<file path="src/rtl/register_file_if.sv">
// Register-file access bundle: one write port and two read ports, plus status outputs.
// The operand stage uses the master modport; the register file uses the slave modport.
interface register_file_if #(
   parameter int DATA_W = 32,
   parameter int ADDR_W = 5
);
   logic              i_WE;
   logic [ADDR_W-1:0] i_RD;
   logic [ADDR_W-1:0] i_RS1;
   logic [ADDR_W-1:0] i_RS2;
   logic [DATA_W-1:0] i_REG_IN;
   logic [DATA_W-1:0] o_REG_OUT1;
   logic [DATA_W-1:0] o_REG_OUT2;
   logic              o_READY;
   logic [31:0]       o_WR_CNT;

   modport master (
      output i_WE, i_RD, i_RS1, i_RS2, i_REG_IN,
      input  o_REG_OUT1, o_REG_OUT2, o_READY, o_WR_CNT
   );

   modport slave (
      input  i_WE, i_RD, i_RS1, i_RS2, i_REG_IN,
      output o_REG_OUT1, o_REG_OUT2, o_READY, o_WR_CNT
   );
endinterface

</file>
<file path="src/rtl/register_file.sv">
// 2R1W register file with x0 hardwired to zero, optional write-to-read forwarding,
// and a post-reset CLEAR sequence that zeroes x1..xN one register per clock.
module register_file #(
   parameter int DATA_W = 32,
   parameter int ADDR_W = 5,
   parameter int BYPASS = 1
) (
   input logic            iCLK,
   input logic            iRST_N,
   register_file_if.slave rf
);
   localparam int                NUM_REGS = 2 ** ADDR_W;
   localparam logic [ADDR_W-1:0] ONE_IDX  = {{(ADDR_W-1){1'b0}}, 1'b1};
   localparam logic [ADDR_W-1:0] LAST_IDX = '1;
   localparam logic [ADDR_W-1:0] ZERO_IDX = '0;

   typedef enum logic {CLEAR, RUN} state_e;

   state_e            state_q, state_d;
   logic [ADDR_W-1:0] clr_idx_q, clr_idx_d;
   logic [31:0]       wr_cnt_q, wr_cnt_d;

   logic              mem_we;
   logic [ADDR_W-1:0] mem_addr;
   logic [DATA_W-1:0] mem_wdata;
   logic [DATA_W-1:0] mem [NUM_REGS];

   logic              run;
   logic              commit;

   assign run    = (state_q == RUN);
   assign commit = run && rf.i_WE && (rf.i_RD != ZERO_IDX);

   always_comb begin
      state_d   = state_q;
      clr_idx_d = clr_idx_q;
      wr_cnt_d  = wr_cnt_q;
      mem_we    = 1'b0;
      mem_addr  = rf.i_RD;
      mem_wdata = rf.i_REG_IN;
      unique case (state_q)
         CLEAR: begin
            mem_we    = 1'b1;
            mem_addr  = clr_idx_q;
            mem_wdata = '0;
            clr_idx_d = clr_idx_q + ONE_IDX;
            if (clr_idx_q == LAST_IDX) state_d = RUN;
         end
         RUN: begin
            mem_we = commit;
            if (commit) wr_cnt_d = wr_cnt_q + 32'd1;
         end
         default: state_d = CLEAR;
      endcase
   end

   always_ff @(posedge iCLK or negedge iRST_N) begin
      if (!iRST_N) begin
         state_q   <= CLEAR;
         clr_idx_q <= ONE_IDX;
         wr_cnt_q  <= '0;
      end else begin
         state_q   <= state_d;
         clr_idx_q <= clr_idx_d;
         wr_cnt_q  <= wr_cnt_d;
      end
   end

   // NOTE: the array has no reset on purpose; the CLEAR sequence zeroes it, which keeps
   // it mappable to plain RAM/flops without a reset tree.
   always_ff @(posedge iCLK) begin
      if (mem_we) mem[mem_addr] <= mem_wdata;
   end

   // x0 and the whole CLEAR phase read zero; forwarding only ever applies in RUN.
   function automatic logic [DATA_W-1:0] read_port(input logic [ADDR_W-1:0] rs);
      logic [DATA_W-1:0] val;
      val = '0;
      if (run && (rs != ZERO_IDX)) begin
         if ((BYPASS != 0) && rf.i_WE && (rf.i_RD == rs)) val = rf.i_REG_IN;
         else                                             val = mem[rs];
      end
      return val;
   endfunction

   always_comb begin
      rf.o_REG_OUT1 = read_port(rf.i_RS1);
      rf.o_REG_OUT2 = read_port(rf.i_RS2);
   end

   assign rf.o_READY  = run;
   assign rf.o_WR_CNT = wr_cnt_q;
endmodule

</file>
<file path="src/flat_wrapper.sv">
// flat-port wrapper written by rule: the top's interface ports become plain ports
module register_file_flat 
#(
   parameter int DATA_W = 32,
   parameter int ADDR_W = 5,
   parameter int BYPASS = 1
)
  (iCLK, iRST_N, rf_i_WE, rf_i_RD, rf_i_RS1, rf_i_RS2, rf_i_REG_IN, rf_o_REG_OUT1, rf_o_REG_OUT2, rf_o_READY, rf_o_WR_CNT);
  register_file_if #(.DATA_W(DATA_W), .ADDR_W(ADDR_W)) rf_i ();
  input logic iCLK;
  input logic iRST_N;
  input wire logic [$bits(rf_i.i_WE)-1:0] rf_i_WE;
  input wire logic [$bits(rf_i.i_RD)-1:0] rf_i_RD;
  input wire logic [$bits(rf_i.i_RS1)-1:0] rf_i_RS1;
  input wire logic [$bits(rf_i.i_RS2)-1:0] rf_i_RS2;
  input wire logic [$bits(rf_i.i_REG_IN)-1:0] rf_i_REG_IN;
  output wire logic [$bits(rf_i.o_REG_OUT1)-1:0] rf_o_REG_OUT1;
  output wire logic [$bits(rf_i.o_REG_OUT2)-1:0] rf_o_REG_OUT2;
  output wire logic [$bits(rf_i.o_READY)-1:0] rf_o_READY;
  output wire logic [$bits(rf_i.o_WR_CNT)-1:0] rf_o_WR_CNT;
  assign rf_i.i_WE = rf_i_WE;
  assign rf_i.i_RD = rf_i_RD;
  assign rf_i.i_RS1 = rf_i_RS1;
  assign rf_i.i_RS2 = rf_i_RS2;
  assign rf_i.i_REG_IN = rf_i_REG_IN;
  assign rf_o_REG_OUT1 = rf_i.o_REG_OUT1;
  assign rf_o_REG_OUT2 = rf_i.o_REG_OUT2;
  assign rf_o_READY = rf_i.o_READY;
  assign rf_o_WR_CNT = rf_i.o_WR_CNT;
  register_file #(.DATA_W(DATA_W), .ADDR_W(ADDR_W), .BYPASS(BYPASS)) u_core (.iCLK(iCLK), .iRST_N(iRST_N), .rf(rf_i));
endmodule
</file>
<file path="config.mk">
export PLATFORM = sky130hd
export DESIGN_NAME = register_file_flat
export DESIGN_NICKNAME = d
export VERILOG_FILES = /design/src/rtl/register_file_if.sv /design/src/rtl/register_file.sv /design/src/flat_wrapper.sv
export SDC_FILE = /design/constraint.sdc
export NUM_CORES = 1
export LEC_CHECK = 0
export BUFFER_PORTS_ARGS = -buffer_cell sky130_fd_sc_hd__buf_2
export CAP_MARGIN = 30
export CORE_AREA = 8 8 309 311
export CTS_CLUSTER_DIAMETER = 150
export DETAILED_ROUTE_END_ITERATION = 12
export DIE_AREA = 0 0 317 319
export GPL_ROUTABILITY_DRIVEN = 0
export PLACE_DENSITY = 0.71
export SYNTH_ARGS = -nofsm -noshare
export SYNTH_HDL_FRONTEND = slang
export SYNTH_SLANG_ARGS = --single-unit
export TNS_END_PERCENT = 10
</file>
<file path="constraint.sdc">
create_clock -name iCLK -period 3.89 [get_ports iCLK]
set_input_delay 0.389 -clock iCLK [delete_from_list [all_inputs] [get_ports iCLK]]
set_output_delay 0.389 -clock iCLK [all_outputs]
set_load 0.05 [all_outputs]
</file>
# == Yosys cells after proc, flatten, opt, wreduce, memory -nomap -nowiden ==
# Memories as Yosys holds them, arrays and structs flattened.
# Cells that the tools add are included.
# W data, S select, Z words.
# word_totals
out_inout_bits,97
ramBits,1024
memories,1
register_bits,38
in_bits,50
wordCells,31
# classes
bitwise_logic,1
eq_ne,3
n_mux,11
add_sub_neg,2
n_reduce_logical,10
# memory_table
memory,depth,width,rd,rd_ports_with_merged_regs,write_ports,line_no,source
u_core.mem,32,32,2,0,1,register_file.sv:26,logic [DATA_W-1:0] mem [NUM_REGS];
# op_table
operator,count
$mux W32,5
$add A32 B1 Y32 const B,1
$reduce_bool A5 Y1,3
$eq A5 B5 Y1,2
$logic_and A1 B1 Y1,6
$add A5 B1 Y5 const B,1
$eq A5 B5 Y1 const B,1
$mux W5,1
$mux W1,4
$pmux W1 S2,1
$reduce_and A2 Y1,1
$not A1 Y1,1

# == Logic depth before layout (Yosys ltp) ==
# Gate-level depths: netlist of the first run.
# depth
depth_word,5
mapped_depth,10

# == Worst setup path after synthesis of the first run ==
# OpenSTA, ideal clock, no wires.
# synth_path
path_kind,flip-flop to flip-flop
from,reg u_core.state_q (netlist: u_core.rf.o_READY)
to,mem u_core.mem[12][0] (enable)
arrival_ps,3185
setup_slack_ps,283
path_stages_with_launch,7
required_time_ps,3469
setup_ps,421
n_path_buf,3
synth_period_minus_slack_ps,3607
path_cell_list,dfrtp_1 > clkbuf_1 > clkbuf_1 > clkbuf_1 > a31o_2 > nand2_1 > nor2_1
# synth_via
elab_chain_len,5
# synth_rtl
item,line_no,source
"start, declared",register_file.sv:19,"state_e state_q, state_d;"
"start signal, assigned",register_file.sv:63,state_q <= state_d;
$logic_and A1 B1 Y1 (2 in a row),register_file.sv:32,assign commit = run && rf.i_WE && (rf.i_RD != ZERO_IDX);
$pmux W1 S2,register_file.sv:41,unique case (state_q)
$mux W1,register_file.sv:72,if (mem_we) mem[mem_addr] <= mem_wdata;
$mux W1 (implied by the code),register_file.sv:72,
"end, declared",register_file.sv:26,
# Parallel ways exist; a longest one is shown, timed or not.

# == Worst setup path in the final report of the first run ==
# layout_path
from,reg u_core.state_q (netlist: u_core.rf.o_READY)
to,out rf_o_REG_OUT2[7]
# layout_via
elab_chain_len,2
# layout_rtl
item,line_no,source
$logic_and A1 B1 Y1,register_file.sv:79,if (run && (rs != ZERO_IDX)) begin
$mux W32,register_file.sv:79,
"end, declared",flat_wrapper.sv:18,output wire logic [$bits(rf_i.o_REG_OUT2)-1:0] rf_o_REG_OUT2;
# Every way passes these cells.

==> results of run 1 <==
==> state kept, by name, summed over array words and instances, names as in the netlist <==
signal,flops
u_core.clr_idx_q,5
u_core.mem,1024
u_core.rf.o_READY,1
u_core.rf.o_WR_CNT,32
==> cell type report <==
cell class,count,area (um2)
antenna,1,2.502
clock buffer,142,2894
clock inverter,57,568.0
fill,6156,33930
inverter,10,37.54
multi-input combinational,1330,17000
sequential,1062,31700
tap,1186,1484
timing repair buffer,311,3073
==> power by group through the flow <==
| stage | Combinational, mW | Sequential, mW | Clock, mW |
|---|---|---|---|
| floorplan | 1.68 | 13.0 | 0 |
| global placement | 2.81 | 12.9 | 0 |
| detailed placement | 2.85 | 12.9 | 0 |
| CTS | 2.87 | 12.6 | 10.3 |
| global route | 3.03 | 12.6 | 10.7 |
| finish | 2.95 | 12.6 | 10.3 |
==> cells by family (layout without fill, tap and decap cells) <==
group,after synthesis,in the layout
AO/OA/AOI/OAI,412,412
buffers and inverters,210,520
AND/OR/NAND/NOR,233,233
multiplexers,638,638
other,0,1
flip-flops,1062,1062
XOR/XNOR,44,44
adder cells (fa/ha/maj),3,3
==> synth_stat cells, types with 12 or more instances <==
cell type  count
dfrtp_1       37
nand2_1       36
and2_1        32
a211o_1       23
nor4_1        13
mux4_2       460
o21ai_0       25
a221oi_1      71
buf_4         18
o22ai_1       96
a22oi_1       46
buf_2         64
clkbuf_1      98
o21ai_1       28
a21oi_1       68
a22o_1        12
nand3_1       30
edfxtp_1    1024
xnor2_1       36
nor2_1        47
nand2b_1      24
a32o_1        21
mux2i_1      174
==> per-stage QoR <==
stage | std cells | utilization, % | worst slack [ns] | cell area [um2] | total power, mW
after global routing | 4098 | 62.59 | 0.1088 | 56760 | 26.42
final | 4099 | 62.59 | 0.1518 | 56760 | 25.86
after floorplan | 2602 | - | 0.2835 | 49440 | 14.64
after CTS | 4085 | 62.23 | 0.05469 | 56440 | 25.84
after detailed placement | 3885 | 58.40 | 0.4789 | 52960 | 15.73
after global placement | 3883 | 58.37 | 0.3907 | 52940 | 15.69
==> routing by layer <==
metal  global-route usage (%)  share of wire (%)  wire length, um  up-vias
met5                        0                  0                0        -
met4                    13.76                5.2             8251        0
met3                    10.40                 15            24260      513
met2                    44.61                 44            69560     2822
met1                    43.32                 36            56860    16214
li1                         -                  -                -    11736
==> worst max path at each step <==
| stage | to | depth (start not counted) | slack (ns) | start |
|---|---|---|---|---|
| 2_1_floorplan | u_core.mem[12][0]$_DFFE_PP_ | 6 | 0.28 | u_core.rf.o_READY$_DFF_PN0_ |
| 3_3_place_gp | rf_o_REG_OUT2[8] | 9 | 0.39 | rf_i_RS2[0] |
| 3_5_place_dp | rf_o_REG_OUT2[8] | 9 | 0.48 | rf_i_RS2[0] |
| 4_1_cts | rf_o_REG_OUT1[0] | 7 | 0.05 | u_core.rf.o_READY$_DFF_PN0_ |
| 5_1_grt | rf_o_REG_OUT1[10] | 7 | 0.11 | u_core.rf.o_READY$_DFF_PN0_ |
| 6_report | rf_o_REG_OUT2[7] | 7 | 0.15 | u_core.rf.o_READY$_DFF_PN0_ |
==> worst reg2reg max path, cell delays in order (launching register included) <==
cell and delay [ns]:
dfrtp_2 0.48, inv_2 0.19, a31oi_1 0.32, nand2b_1 0.50, nor2_4 0.87, buf_4 0.55
==> repair_timing <==
item | CTS | global route
hold buffers | 1 | 0
gates resized for setup | 0 | 1
endpoints found under the hold margin | 37 | 0
endpoints found under the setup margin | 0 | 3
==> flow_summary_export.csv, run 1 <==
group,metric,value,unit
outcome,status,"finished clean",
detailed_routing,drt_first_pass_iters,6,
logic_synthesis,synth-adder-area-share,0.07592,%
logic_synthesis,synth_warnings,0,
critical_path,crit_chain,"buf_4, buf_6, o21ai_1, a31oi_4, buf_4, a32o_1, buf_12",
pwr,powerDensity,455.6,nW/um2
logic_synthesis,syn_inst,2602,
pwr,power_frac_comb,11.4,%
critical_path,critPathBufInv,4,
detailed_routing,wirelength,158900,um
detailed_routing,num_vias,31285,
clock_network,postCtsSetupBuffers,0,
hold_path,hold_class,"in -> reg",
global_route,overflow,0,
critical_path,cp_slowest_cell,"dfrtp_2",
cells_and_area,final_common_cell,"edfxtp_1",
timing,hold_violations,0,
logic_synthesis,synth.distinct_cells,54,
pwr,ir_worst_vdd,0.3799,mV
timing,setup_tns,0,ns
critical_path,worst_path_largest_cell_delay,0.46,ns
clock_network,clockBufferDepth,3,
logic_synthesis,synth_area_leader_cell,"edfxtp_1",
cells_and_area,layout_common_cells,"edfxtp_1 (1024), mux4_2 (460), mux2i_1 (174)",
critical_path,rrSetupSlack,0.61,ns
logic_synthesis,synthSimpleGateAreaFrac,2.513,%
global_route,antenna_found_initial,2,
global_route,grt_pass1_vias,31203,
timing,whs,0.1322,ns
pwr,clkPwrFrac,39.7,%
timing,setup_violations,0,
floorplanning,io-pin-count,147,
floorplanning,dieWidth,317,um
timing,rsz0062_at_grt,"false",
timing,skew,0.03287,ns
logic_synthesis,syn_nets,2655,
floorplanning,die_y,319,um
critical_path,worstPathMaxFanout,27,
logic_synthesis,synth_area_per_cell,19.00,um2
clock_network,insertion_delay,0.70,ns
clock_network,cts_tree,"done",
logic_synthesis,synth_top_flop_cell,"edfxtp_1",
clock_network,htreeDepth,3,
logic_synthesis,synth_edf_count,1024,
hold_path,worstHoldEndpoint,"u_core.mem[11][30]$_DFFE_PP_",
clock_network,ctsRootBufferMaster,"clkbuf_16",
floorplanning,dieArea,101100,um2
pwr,p_leak,18.65,nW
timing,period_minus_slack,3.738,ns
logic_synthesis,synth_xor_area_share,0.7795,%
critical_path,rr_worst_depth,5,
detailed_routing,wl_per_cell,38.77,um
critical_path,r2r-start,"u_core.rf.o_READY$_DFF_PN0_",
critical_path,criticalPathCategory,"reg -> out",
hold_path,hold-path-cell-count,2,
pwr,power_frac_seq,48.9,%
critical_path,arrival,3.35,ns
critical_path,worstSetupStartpointType,"flip-flop",
global_route,track_usage,31.06,%
floorplanning,coreArea,90690,um2
detailed_routing,drtIter0Drc,5285,
cells_and_area,nets,2875,
hold_path,hp-start,"rf_i_REG_IN[30]",
global_route,grt_pass1_wl,224900,um
logic_synthesis,synth_compound_area_share,5.828,%
logic_synthesis,yosysTopAreaCellShare,62.19,%
logic_synthesis,synth_top_family_by_area,"multiplexers",
timing,drv_slew,0,
global_route,grt_max_degree,87,
critical_path,cpLargestDelayFamily,"buffers and inverters",
timing,fmax,267.5,MHz
detailed_routing,avgViaCountPerCell,7.632,
pwr,p_sw_share,24.33,%
logic_synthesis,synth-seq-area-share,64.12,%
run,maxCapViolations,0,
clock_network,path_clk_slew,0.06,ns
timing,slew_headroom,24.42,%
logic_synthesis,async_flop_share,3.578,%
timing,timing.final.crit_share,96.10,%
placement,hpwl,96120,um
cells_and_area,area_growth,14.81,%
logic_synthesis,synthTopCellsByArea,"edfxtp_1 (62%), mux4_2 (21%), mux2i_1 (3.5%), dfrtp_1 (1.9%), a221oi_1 (1.3%)",
logic_synthesis,syn_area,49440,um2
critical_path,crit_top_cell,"buf_4",
floorplanning,start_util,54.52,%
detailed_routing,ant_nets,0,
timing,tightest_slew,1.134,ns
floorplanning,num_rows,111,
critical_path,worstSetupEndpointType,"primary output",
critical_path,required,3.50,ns
detailed_routing,drc,0,
logic_synthesis,synthMuxAreaShare,24.57,%
clock_network,numCtsBuffers,107,
pwr,intPower,19.57,mW
cells_and_area,drive_gt1_share,33.55,%
logic_synthesis,ys_ff_latch,1062,
pwr,switchingPower,6.291,mW
critical_path,r2r_end,"u_core.mem[3][31]$_DFFE_PP_",
clock_network,cts.sinks,1062,
placement,port_buffers,146,
Power figures use the tool's default switching activity.
==> inputs of run 2 (changes only) <==
CORE_AREA = 3 3 302 304   (was 8 8 309 311)
DIE_AREA = 0 0 305 307   (was 0 0 317 319)
PLACE_DENSITY = 0.72   (was 0.71)
==> flow_summary_export.csv, run 2 (synthesized netlist as in run 1, its figures left out) <==
group,metric,value,unit
outcome,status,"finished clean",
floorplanning,start_util,55.86,%
pwr,p_leak,18.60,nW
global_route,overflow,0,
global_route,track_usage,32.68,%
detailed_routing,ant_nets,0,
clock_network,clockBufferDepth,3,
floorplanning,num_rows,109,
hold_path,hold_class,"in -> reg",
global_route,grt_pass1_vias,30612,
detailed_routing,drt_first_pass_iters,6,
run,maxCapViolations,0,
detailed_routing,wl_per_cell,37.56,um
timing,period_minus_slack,3.651,ns
cells_and_area,top_register,"u_core.mem",
global_route,antenna_found_initial,6,
timing,setup_violations,0,
clock_network,htreeDepth,3,
detailed_routing,num_vias,30797,
cells_and_area,layout.cells.non_filler,4089,
floorplanning,io-pin-count,147,
critical_path,criticalPathCategory,"reg -> out",
placement,placed_cell_area,52880,um2
clock_network,ctsRootBufferMaster,"clkbuf_16",
critical_path,arrival,3.26,ns
critical_path,worstSetupEndpointType,"primary output",
timing,tightest_slew,1.107,ns
timing,hold_violations,0,
timing,rsz0062_at_grt,"false",
placement,placed_cells,3884,
pwr,fin_total_pwr,25.59,mW
cells_and_area,largest_reg_flops,1024,
cells_and_area,design_area,56550,um2
cells_and_area,layout_common_cells,"edfxtp_1 (1024), mux4_2 (460), mux2i_1 (174)",
timing,timing.final.crit_share,93.85,%
timing,whs,0.2042,ns
cells_and_area,multi_input_comb_area,16990,um2
timing,skew,0.02258,ns
floorplanning,die_y,307,um
clock_network,cts_tree,"done",
timing,fmax,273.9,MHz
global_route,grt_max_degree,57,
clock_network,numCtsBuffers,106,
cells_and_area,drive_gt1_share,34.08,%
pwr,powerDensity,452.5,nW/um2
cells_and_area,area_growth,14.38,%
placement,hpwl,95590,um
cells_and_area,regArea,31700,um2
pwr,ir_worst_vdd,0.4725,mV
clock_network,cts.sinks,1062,
timing,drv_slew,0,
critical_path,worstPathMaxFanout,34,
floorplanning,dieArea,93640,um2
floorplanning,coreArea,88510,um2
cells_and_area,nets,2891,
detailed_routing,drtIter0Drc,5349,
detailed_routing,wirelength,153600,um
global_route,grt_pass1_wl,218200,um
clock_network,insertion_delay,0.69,ns
critical_path,worstSetupStartpointType,"flip-flop",
detailed_routing,drc,0,
floorplanning,dieWidth,305,um
timing,slew_headroom,25.52,%
clock_network,postCtsSetupBuffers,0,
clock_network,path_clk_slew,0.06,ns
critical_path,rrSetupSlack,0.56,ns
placement,port_buffers,146,
critical_path,required,3.50,ns
timing,setup_tns,0,ns
detailed_routing,avgViaCountPerCell,7.532,
cells_and_area,final_common_cell,"edfxtp_1",
cells_and_area,nFillCells,5909,
==> run 2: cell types whose count changed in the layout (fill, tap and decap cells not counted), sizes merged <==
| cell | change |
|---|---|
| clkbuf | -17 |
| diode | +3 |
| clkinv | +2 |
| inv | +3 |
| buf | +20 |
==> run 2: what timing repair did <==
action                                 CTS  global route
endpoints found under the hold margin   37             0
gates resized for setup                  0             0
hold buffers                             1             0
==> run 2: path summary, 6_finish.rpt <==
path / start / end / cells after the start
hold / removal: rf_i_WE / u_core.rf.o_WR_CNT[0]$_DFFE_PN0P_ / 3
setup reg to reg: u_core.rf.o_READY$_DFF_PN0_ / u_core.mem[10][18]$_DFFE_PP_ / 6
max in group asynchronous: iRST_N / u_core.rf.o_READY$_DFF_PN0_ / 2
min in group asynchronous: iRST_N / u_core.rf.o_WR_CNT[28]$_DFFE_PN0P_ / 2
setup / recovery: u_core.rf.o_READY$_DFF_PN0_ / rf_o_REG_OUT1[17] / 6
hold reg to reg: u_core.rf.o_WR_CNT[31]$_DFFE_PN0P_ / u_core.rf.o_WR_CNT[31]$_DFFE_PN0P_ / 1
==> run 2: critical path: stages, from the launching register on <==
cell,delay (ns)
dfrtp_2,0.52
buf_4,0.51
nand2_1,0.23
nor2_4,0.14
buf_4,0.40
a211o_1,0.41
buf_2,0.33
==> run 2: cell type report <==
type	count	area share (%)
Clock inverter	62	1.106
Multi-Input combinational cell	1330	30.04
Clock buffer	128	4.914
Inverter	10	0.06637
Tap cell	1165	2.577
Sequential cell	1062	56.06
Timing Repair Buffer	328	5.215
Antenna cell	4	0.01770
==> run 2: where the power goes <==
group	switching, mW	internal [mW]
combinational	1.81	1.03
sequential	0.0411	12.6
clock	4.36	5.75
==> run 2: through the flow <==
| step | setup slack, ns | util [%] |
|---|---|---|
| after global placement | 0.5380 | 59.72 |
| after detailed placement | 0.4949 | 59.75 |
| after floorplan | 0.2835 | - |
| final | 0.2393 | 63.89 |
| after global routing | 0.1667 | 63.88 |
| after CTS | 0.2792 | 63.61 |
==> run 2: per-layer routing <==
metal | vias to the layer above | GRT usage (%) | part of all wire [%]
li1 | 11755 | - | -
met1 | 16105 | 45.25 | 36
met5 | - | 0 | 0.013
met4 | 4 | 13.31 | 4.6
met2 | 2527 | 49.99 | 46
met3 | 406 | 8.960 | 13
